File: src/rtl/pslip_pkg.sv
// Shared types and default sizing for the pSLIP crossbar scheduler stages.
package pslip_pkg;

    localparam int unsigned NPORT = 4;
    localparam int unsigned NITER = 2;
    localparam int unsigned PTR_W = $clog2(NPORT);

    // Port-by-port request/grant/accept matrix at the default size
    typedef logic [NPORT-1:0][NPORT-1:0] req_mat_t;

    typedef enum logic [1:0] {
        IDLE = 2'd0,
        ACC  = 2'd1,
        DONE = 2'd2
    } acc_state_e;

endpackage

File: src/rtl/rr_pick.sv
// Combinational circular priority picker: first set request at or after ptr.
module rr_pick #(
    parameter int unsigned N = 4,
    parameter int unsigned W = (N > 1) ? $clog2(N) : 1
) (
    input  logic [N-1:0] req,
    input  logic [W-1:0] ptr,
    output logic [W-1:0] idx,
    output logic         valid
);

    int unsigned sum;
    logic [W-1:0] pos;

    // Walk offsets 0..N-1 from ptr; the first hit wins
    always_comb begin
        idx   = '0;
        valid = 1'b0;
        sum   = 0;
        pos   = '0;
        for (int unsigned k = 0; k < N; k++) begin
            sum = 32'(ptr) + k;
            if (sum >= N) begin
                sum = sum - N;
            end
            pos = W'(sum);
            if (req[pos] && !valid) begin
                idx   = pos;
                valid = 1'b1;
            end
        end
    end

endmodule

File: src/rtl/acc_sel.sv
// iSLIP accept stage: per-slot multi-iteration accept with round-robin pointers.
module acc_sel
    import pslip_pkg::*;
#(
    parameter int unsigned N    = NPORT,
    parameter int unsigned ITER = NITER,
    parameter int unsigned IW   = $clog2(ITER + 1)
) (
    input  logic                clk,
    input  logic                reset,
    input  logic                start,
    input  logic [N-1:0][N-1:0] gnt,
    output logic [N-1:0][N-1:0] acc,
    output logic [N-1:0]        in_matched,
    output logic [N-1:0]        out_matched,
    output logic [IW-1:0]       iter,
    output logic                busy,
    output logic                done
);

    localparam int unsigned PW = (N > 1) ? $clog2(N) : 1;

    acc_state_e state;
    acc_state_e state_nx;

    logic [PW-1:0]       a_ptr     [N];
    logic [PW-1:0]       a_ptr_d   [N];
    logic [PW-1:0]       pick_idx  [N];
    logic [N-1:0]        pick_vld;
    logic [N-1:0][N-1:0] cand;

    logic [N-1:0][N-1:0] acc_c;
    logic [N-1:0]        new_in_c;
    logic [N-1:0]        new_out_c;
    logic                any_new_c;
    logic                last_iter_c;

    logic [N-1:0][N-1:0] acc_d;
    logic [N-1:0]        in_matched_d;
    logic [N-1:0]        out_matched_d;
    logic [IW-1:0]       iter_d;
    logic                busy_d;
    logic                done_d;

    // Per-input candidate vector: outputs granting this input and not yet taken
    always_comb begin
        cand = '0;
        for (int i = 0; i < N; i++) begin
            for (int o = 0; o < N; o++) begin
                cand[i][o] = gnt[o][i] & ~out_matched[o];
            end
        end
    end

    for (genvar gi = 0; gi < N; gi++) begin : g_pick
        rr_pick #(
            .N (N),
            .W (PW)
        ) u_pick (
            .req   (cand[gi]),
            .ptr   (a_ptr[gi]),
            .idx   (pick_idx[gi]),
            .valid (pick_vld[gi])
        );
    end

    // Accepts this cycle; each output grants at most one input, so no collisions
    always_comb begin
        acc_c     = '0;
        new_in_c  = '0;
        new_out_c = '0;
        for (int i = 0; i < N; i++) begin
            if ((state == ACC) && !in_matched[i] && pick_vld[i]) begin
                acc_c[i][pick_idx[i]] = 1'b1;
                new_in_c[i]           = 1'b1;
                new_out_c[pick_idx[i]] = 1'b1;
            end
        end
    end

    assign any_new_c   = |new_in_c;
    assign last_iter_c = (iter == IW'(ITER - 1));

    // State and output registers
    always_ff @(posedge clk) begin
        if (reset) begin
            state       <= IDLE;
            acc         <= '0;
            in_matched  <= '0;
            out_matched <= '0;
            iter        <= '0;
            busy        <= 1'b0;
            done        <= 1'b0;
            for (int i = 0; i < N; i++) begin
                a_ptr[i] <= '0;
            end
        end else begin
            state       <= state_nx;
            acc         <= acc_d;
            in_matched  <= in_matched_d;
            out_matched <= out_matched_d;
            iter        <= iter_d;
            busy        <= busy_d;
            done        <= done_d;
            for (int i = 0; i < N; i++) begin
                a_ptr[i] <= a_ptr_d[i];
            end
        end
    end

    // Next-state logic; a slot ends on the last iteration or when nothing new matched
    always_comb begin
        state_nx = state;
        case (state)
            IDLE: begin
                if (start) begin
                    state_nx = ACC;
                end
            end
            ACC: begin
                if (last_iter_c || !any_new_c) begin
                    state_nx = DONE;
                end
            end
            DONE:    state_nx = IDLE;
            default: state_nx = IDLE;
        endcase
    end

    // Next values for registered outputs, masks, iteration counter and pointers
    always_comb begin
        acc_d         = acc_c;
        in_matched_d  = in_matched;
        out_matched_d = out_matched;
        iter_d        = iter;
        busy_d        = (state_nx != IDLE);
        done_d        = (state_nx == DONE);
        for (int i = 0; i < N; i++) begin
            a_ptr_d[i] = a_ptr[i];
        end

        if ((state == IDLE) && start) begin
            in_matched_d  = '0;
            out_matched_d = '0;
            iter_d        = '0;
        end

        if (state == ACC) begin
            in_matched_d  = in_matched | new_in_c;
            out_matched_d = out_matched | new_out_c;
            if (state_nx == ACC) begin
                iter_d = iter + IW'(1);
            end
            // Only first-iteration accepts move pointers, keeping iSLIP starvation-free
            if (iter == '0) begin
                for (int i = 0; i < N; i++) begin
                    if (new_in_c[i]) begin
                        a_ptr_d[i] = (pick_idx[i] == PW'(N - 1)) ? '0 : pick_idx[i] + PW'(1);
                    end
                end
            end
        end
    end

endmodule

File: config.mk
export PLATFORM = sky130hd
export DESIGN_NAME = acc_sel
export DESIGN_NICKNAME = d
export VERILOG_FILES = /design/src/rtl/pslip_pkg.sv /design/src/rtl/rr_pick.sv /design/src/rtl/acc_sel.sv
export SDC_FILE = /design/constraint.sdc
export NUM_CORES = 1
export LEC_CHECK = 0
export ABC_AREA = 1
export CELL_PAD_IN_SITES_DETAIL_PLACEMENT = 0
export CELL_PAD_IN_SITES_GLOBAL_PLACEMENT = 1
export CORE_MARGIN = 3
export CORE_UTILIZATION = 34
export DETAILED_ROUTE_END_ITERATION = 10
export HOLD_SLACK_MARGIN = 0.08
export PLACE_DENSITY = 0.87
export SYNTH_ARGS = -nofsm -noshare
export SYNTH_HDL_FRONTEND = slang
export SYNTH_SLANG_ARGS = --single-unit
File: constraint.sdc
create_clock -name clk -period 2.41 [get_ports clk]
set_clock_uncertainty 0.2 [all_clocks]
set_input_delay 0.482 -clock clk [delete_from_list [all_inputs] [get_ports clk]]
set_output_delay 0.482 -clock clk [all_outputs]
set_load 0.01 [all_outputs]
# After elaboration in Yosys (flattened, before gate mapping)
# Memory sizes are Yosys's and may differ from the RTL's.
# Index checks and enable logic that the tools add are counted.
# W data, S select, Z words.
[op_classes]
order_cmp = 40
reduce_logical = 51
mux = 122
n_bitwise = 32
addsub = 33
n_eq_ne = 8
[op_table]
columns = ["op", "count"]
rows = [
  ["$mux W2", 49],
  ["$lt A2 B3 Y1 const B", 20],
  ["$mux W1", 43],
  ["$ge A3 B3 Y1 const B", 12],
  ["$bmux W1 S2", 16],
  ["$sub A2 B1 Y2 const B", 16],
  ["$mux W4", 7],
  ["$logic_and A1 B1 Y1", 25],
  ["$add A2 B2 Y3 const B", 8],
  ["$or A4 B4 Y4", 5],
  ["$logic_not A1 Y1", 17],
  ["$and A1 B1 Y1", 16],
  ["$mux W8", 2],
  ["$add A2 B1 Y3 const B", 4],
  ["$ge A2 B3 Y1 const B", 4],
  ["$add A2 B1 Y2 const B", 5],
  ["$eq A2 B2 Y1 const B", 5],
  ["$demux W1 S2", 4],
  ["$ge A2 B1 Y1 const B", 4],
  ["$not A1 Y1", 7],
  ["$eq A2 B1 Y1 const B", 3],
  ["$reduce_or A2 Y1", 3],
  ["$logic_not A2 Y1", 2],
  ["$or A1 B1 Y1", 4],
  ["4 further kinds", 5],
]
[word_totals]
inputBits = 19
word_cells = 297
out_inout_bits = 28
mem_bits_rw = 8
ff_bits = 30
memories = 1
[mem_list]
columns = ["name", "words", "word_bits", "read_ports", "rd_ports_with_merged_regs", "write_ports", "line_no", "text"]
rows = [
  ["a_ptr", 4, 2, 4, 0, 4, "acc_sel.sv:26", "logic [PW-1:0] a_ptr [N];"],
]

# Logic depth before layout (Yosys ltp)
# An unclocked memory read counts as a cell.
[depth]
ltp_word = 28
mapped_depth = 19
ltp_nobuf = 18

# By module
# From an unflattened synthesis, not the netlist that was laid out.
[hier_totals]
cells_unflattened = 464
hier_area_um2 = 2922.8
[modules_own_cells]
columns = ["module", "area_per_inst_um2", "seq_area_each_um2", "cells_per_inst", "instances"]
rows = [
  ["acc_sel", 1746.7, 760.7, 228, 1],
  ["rr_pick", 294.0, 0.0, 59, 4],
]

# Worst setup path after synthesis
# OpenSTA, ideal clock, no wires.
[synth_path]
kind = "register to register"
startpoint = "reg out_matched[3]"
endpoint = "reg out_matched[0]"
synth_period_minus_slack_ps = 2270
setup_ps = 123
n_path_buf = 0
stages_incl_launch_ff = 18
arrival_ps = 1947
required_ps = 2087
slack_ps = 140
cell_sequence = "dfxtp_1 -> inv_2 -> nand3_1 -> nand3_1 -> nand2_1 -> nand2_1 -> inv_1 -> nand2_1 -> inv_1 -> nor2_1 -> xor2_1 -> nor2_1 -> inv_1 -> ha_1 -> inv_1 -> o22ai_1 -> o21ai_1 -> o21ai_0"
[synth_between]
elab_chain_len = 27
elab_cells_between_ends = 126
classes_between = "order compare: 8; mux: 77; bitwise: 9; reduce/logical: 32"
[synth_rtl]
columns = ["element", "line_no", "text"]
rows = [
  ["start, declared", "acc_sel.sv:15", "output logic [N-1:0] out_matched,"],
  ["start signal, assigned", "acc_sel.sv:101", "out_matched <= out_matched_d;"],
  ["$not A1 Y1 (*)", "acc_sel.sv:50", "cand[i][o] = gnt[o][i] & ~out_matched[o];"],
  ["$and A1 B1 Y1", "acc_sel.sv:50", ""],
  ["$bmux W1 S2", "rr_pick.sv:27", "if (req[pos] && !valid) begin"],
  ["$mux W1 (implied by the code)", "rr_pick.sv:27", ""],
  ["$mux W1", "rr_pick.sv:27", ""],
  ["$logic_not A1 Y1", "rr_pick.sv:27", ""],
  ["$logic_and A1 B1 Y1", "rr_pick.sv:27", ""],
  ["$mux W1", "rr_pick.sv:27", ""],
  ["(+11 left out)", "n/a", ""],
  ["$or A4 B4 Y4 (no line)", "n/a", ""],
  ["$mux W4", "acc_sel.sv:73", "if ((state == ACC) && !in_matched[i] && pick_vld[i]) begin"],
  ["$or A4 B4 Y4 (no line)", "n/a", ""],
  ["$mux W4", "acc_sel.sv:73", ""],
  ["$or A4 B4 Y4 (no line)", "n/a", ""],
  ["$mux W4 (*)", "acc_sel.sv:73", ""],
  ["$or A4 B4 Y4 (*)", "acc_sel.sv:150", "out_matched_d = out_matched | new_out_c;"],
  ["$mux W4 (*)", "acc_sel.sv:148", "if (state == ACC) begin"],
]
# Mark *: on every way between the ends. The rest lies on a longest branch, timed or not. The select of a mux whose other input is x is not followed.
# A chain may end at the register's enable or synchronous reset.

==> results_dict.tcl <==
set metrics [dict create \
    io_pins 47 \
    crit-reg2reg-launch "a_ptr[1][0]" \
    yosys_register_bits 38 \
    syn-cell-area_mm2 0.00267 \
    crit_path_end_kind "register" \
    avgViaCountPerCell 4.94 \
    synth_enable_flop_cells 0 \
    min_path_type "reg -> reg" \
    cts_buffer_depth 2 \
    worst_hold_path.num_cells 2 \
    finalWirelength_um 8370 \
    hold_path_startpoint "iter[1]" \
    clockRootBuffer "sky130_fd_sc_hd__clkbuf_8" \
    xor_xnor_fraction_of_synth_area_pct 1.31 \
    average_wire_per_cell_in_the_routed_design_um 13.9 \
    pwr_density_cell_mw_per_mm2 1800 \
    dieArea_mm2 0.00896 \
    synth_fa_ha_area_share_pct 8.43 \
    slew-limit-headroom_pct 75.9 \
    status "finished clean" \
    tritoncts "yes" \
    dp_hpwl_um 5740 \
    final_antenna_net_count 0 \
    die_width_um 94.7 \
    grt_pass1_vias 2695 \
    detailroute.via_count 2974 \
    ys_types 37 \
    synth_nets 408 \
    clkLatencyLatePin_ns 0.29 \
    timing.critical_path.required_ns 2.39 \
    diodes 0 \
    drc_errors 0 \
    synthesis.instances 371 \
    synth_compound_gate_area_share_pct 11.3 \
    finalWorstPathRequiredPeriod_ns 2.39 \
    post_route_cells_drive_above_1_share_pct 49.5 \
    timing_worst_setup_path_type "reg -> reg" \
    worstSetupStartpointType "register" \
    synth-warning-count 0 \
    synthDominantCellAreaShare_pct 28.5 \
    clock-sinks 38 \
    maxClockFrequency_mhz 419 \
    final.period_utilization_pct 99.1 \
    initial_core_util_pct 35.9 \
    wire_length_of_the_first_global_routing_pass_um 12100 \
    syn_avg_cell_area_um2 7.20 \
    filler_cell_count 663 \
    max_cap_viol_count 0 \
    numCtsBuffers 5 \
    clk_transition_reported_paths_ns 0.08 \
    muxShareOfSynthArea_pct 0 \
    drt-initial-drc-count 136 \
    largest_family_of_logic_cells_by_synthesized_area "simple AND/OR/NAND/NOR gates" \
    power_consumption_mw 7.92 \
    die_y_um 94.7 \
    power.static_leakage_nw 2.01 \
    worstSetupStartpoint "a_ptr[1][0]" \
    worst_r2r_path_depth 16 \
    routabilityCongestion 0.867 \
    timing.critical_path.arrival_ns 2.37 \
    synthFlopType "sky130_fd_sc_hd__dfxtp_1" \
    hold_buffers 0 \
    worst_ir_drop_vdd_mv 0.768 \
    num-nets-final 540 \
    critical_path_peak_fanout 8 \
    final-hold-violation-count 0 \
    synth-seq-area-share_pct 28.5 \
    number_of_core_rows 31 \
    drt_pass1_iterations 5 \
    area_growth_syn_to_layout_pct 64.5 \
    synth_top_cells_by_area "sky130_fd_sc_hd__dfxtp_1 (28%), sky130_fd_sc_hd__nand3_1 (12%), sky130_fd_sc_hd__ha_1 (8.4%)" \
    synth.largest_area_cell "sky130_fd_sc_hd__dfxtp_1" \
    async_reset_ff_share_pct 0 \
    grt_antenna_before_repair 0 \
    placement.setup.worst_slack_ns -0.551 \
    setup_ws_ns 0.0217 \
    number_of_setup_violations_in_the_final_report 0 \
    setup_tns_ns 0 \
    placement.io_buffers 46 \
    htree_levels 2 \
    timing_max_transition_violations_final 0 \
    grt_start_max_net_pins 15 \
    globalRouteTotalUtil_pct 17.1 \
    timing_worst_slew_pin_value_ns 0.361 \
    grt_setup_unrepaired "yes" \
    grt_overflow_total 0 \
    total_core_area_mm2 0.00745 \
    synth_simple_gate_area_share_pct 39.2 \
]
synthesized netlist by cell type (2+ instances only):
cell type	count
sky130_fd_sc_hd__nand3_1	63
sky130_fd_sc_hd__inv_1	46
sky130_fd_sc_hd__nand2_1	43
sky130_fd_sc_hd__dfxtp_1	38
sky130_fd_sc_hd__nor2_1	36
sky130_fd_sc_hd__ha_1	18
sky130_fd_sc_hd__nand2_2	18
sky130_fd_sc_hd__nand3_2	15
sky130_fd_sc_hd__o21ai_0	14
sky130_fd_sc_hd__a21oi_1	13
sky130_fd_sc_hd__inv_2	7
sky130_fd_sc_hd__nor3_1	7
sky130_fd_sc_hd__o21ai_1	7
sky130_fd_sc_hd__o22ai_1	6
sky130_fd_sc_hd__buf_6	5
sky130_fd_sc_hd__inv_4	3
sky130_fd_sc_hd__nand2_4	3
sky130_fd_sc_hd__nand4_1	3
sky130_fd_sc_hd__nand4_2	3
sky130_fd_sc_hd__xor2_1	3
sky130_fd_sc_hd__a22oi_1	2
sky130_fd_sc_hd__a31oi_1	2
sky130_fd_sc_hd__nand4_4	2
timing repair:
item	CTS	global route
endpoints found under the setup margin	10	16
resized for setup	54	98
setup buffers	5	13
endpoints found under the hold margin	0	0
pin swaps	22	23
gates cloned	0	1
layout by cell type, fill, tap and decap left out, drive strengths merged:
cell / netlist / final
o311ai: 1 / 1
o31ai: 1 / 1
nor2: 37 / 37
inv: 57 / 55
o21ai: 22 / 22
dlygate4sd2: 0 / 13
dlymetal6s2s: 0 / 3
xor2: 3 / 3
nor3: 7 / 7
o221ai: 1 / 1
xnor2: 1 / 1
o22ai: 6 / 6
a21oi: 14 / 14
clkdlybuf4s50: 0 / 30
dfxtp: 38 / 38
clkinv: 2 / 5
o21bai: 1 / 1
a32o: 1 / 1
a31oi: 2 / 2
ha: 18 / 18
nand3: 78 / 78
a22oi: 2 / 2
nand4: 8 / 8
clkbuf: 1 / 6
buf: 6 / 85
nand2: 64 / 64
bufinv: 0 / 1
path summary, 6_finish.rpt:
path	end	slack (ns)
setup / recovery	out_matched[1]	0.02
hold / removal	iter[1]	0.28
setup reg to reg	out_matched[1]	0.02
hold reg to reg	iter[1]	0.28
report_power, final:
part	internal [mW]	switching (mW)	leakage, nW
Combinational	2.95	3.31	1.63
Clock	0.331	0.223	0.0573
Sequential	0.875	0.227	0.316
metal layers:
| metal | share of wire, % | track usage (%) | up-vias |
|---|---|---|---|
| met5 | 0 | 0 | - |
| met4 | 2.1 | 4.93 | 0 |
| met2 | 53 | 31.2 | 60 |
| met1 | 40 | 20.8 | 1404 |
| li1 | - | - | 1495 |
| met3 | 4.4 | 2.23 | 15 |
logic make-up (layout without fill, tap and decap cells):
kind of cell / Yosys count / count (layout)
xor gates and xnor gates: 4 / 4
buffers and inverters: 66 / 198
DFF: 38 / 38
AOI/OAI and AO/OA: 51 / 51
and+or+nand+nor: 194 / 194
adders and majority gates: 18 / 18
final cells by class:
class / instances / area [um2] / share of cell area, %
Tap cell: 99 / 124 / 2.82
Timing Repair inverter: 1 / 5.00 / 0.114
Sequential cell: 38 / 787 / 17.9
Clock inverter: 1 / 30.0 / 0.683
Clock buffer: 6 / 82.6 / 1.88
Multi-Input combinational cell: 267 / 1990 / 45.3
Timing Repair Buffer: 131 / 1110 / 25.2
Inverter: 59 / 268 / 6.09
sequential cells by signal (all words and copies together) (netlist names):
name	count
a_ptr	8
acc	16
busy	1
done	1
in_matched	4
iter	2
out_matched	4
state	2
critical path, stage by stage (launching register included):
cell	delay, ns
sky130_fd_sc_hd__dfxtp_4	0.44
sky130_fd_sc_hd__buf_6	0.12
sky130_fd_sc_hd__nand3_2	0.08
sky130_fd_sc_hd__nand3_2	0.08
sky130_fd_sc_hd__nand2_2	0.08
sky130_fd_sc_hd__nand2_2	0.12
sky130_fd_sc_hd__inv_2	0.04
sky130_fd_sc_hd__nand2_1	0.06
sky130_fd_sc_hd__inv_2	0.06
sky130_fd_sc_hd__nor2_4	0.10
sky130_fd_sc_hd__xor2_2	0.23
sky130_fd_sc_hd__nor2_4	0.07
sky130_fd_sc_hd__ha_2	0.18
sky130_fd_sc_hd__inv_2	0.08
sky130_fd_sc_hd__o22ai_2	0.09
sky130_fd_sc_hd__nor3_2	0.19
sky130_fd_sc_hd__nor2_1	0.06
through the flow:
stage / cells / utilization, % / hold WS (ns) / cell area [um2]
after floorplan: 371 / - / 0.306 / 2670
final: 602 / 59.0 / 0.283 / 4400
after global routing: 602 / 59.0 / 0.310 / 4400
after global placement: 576 / 49.8 / 0.275 / 3710
after detailed placement: 576 / 49.8 / 0.277 / 3710
after CTS: 588 / 53.4 / 0.287 / 3980
Power figures use the tool's default switching activity.
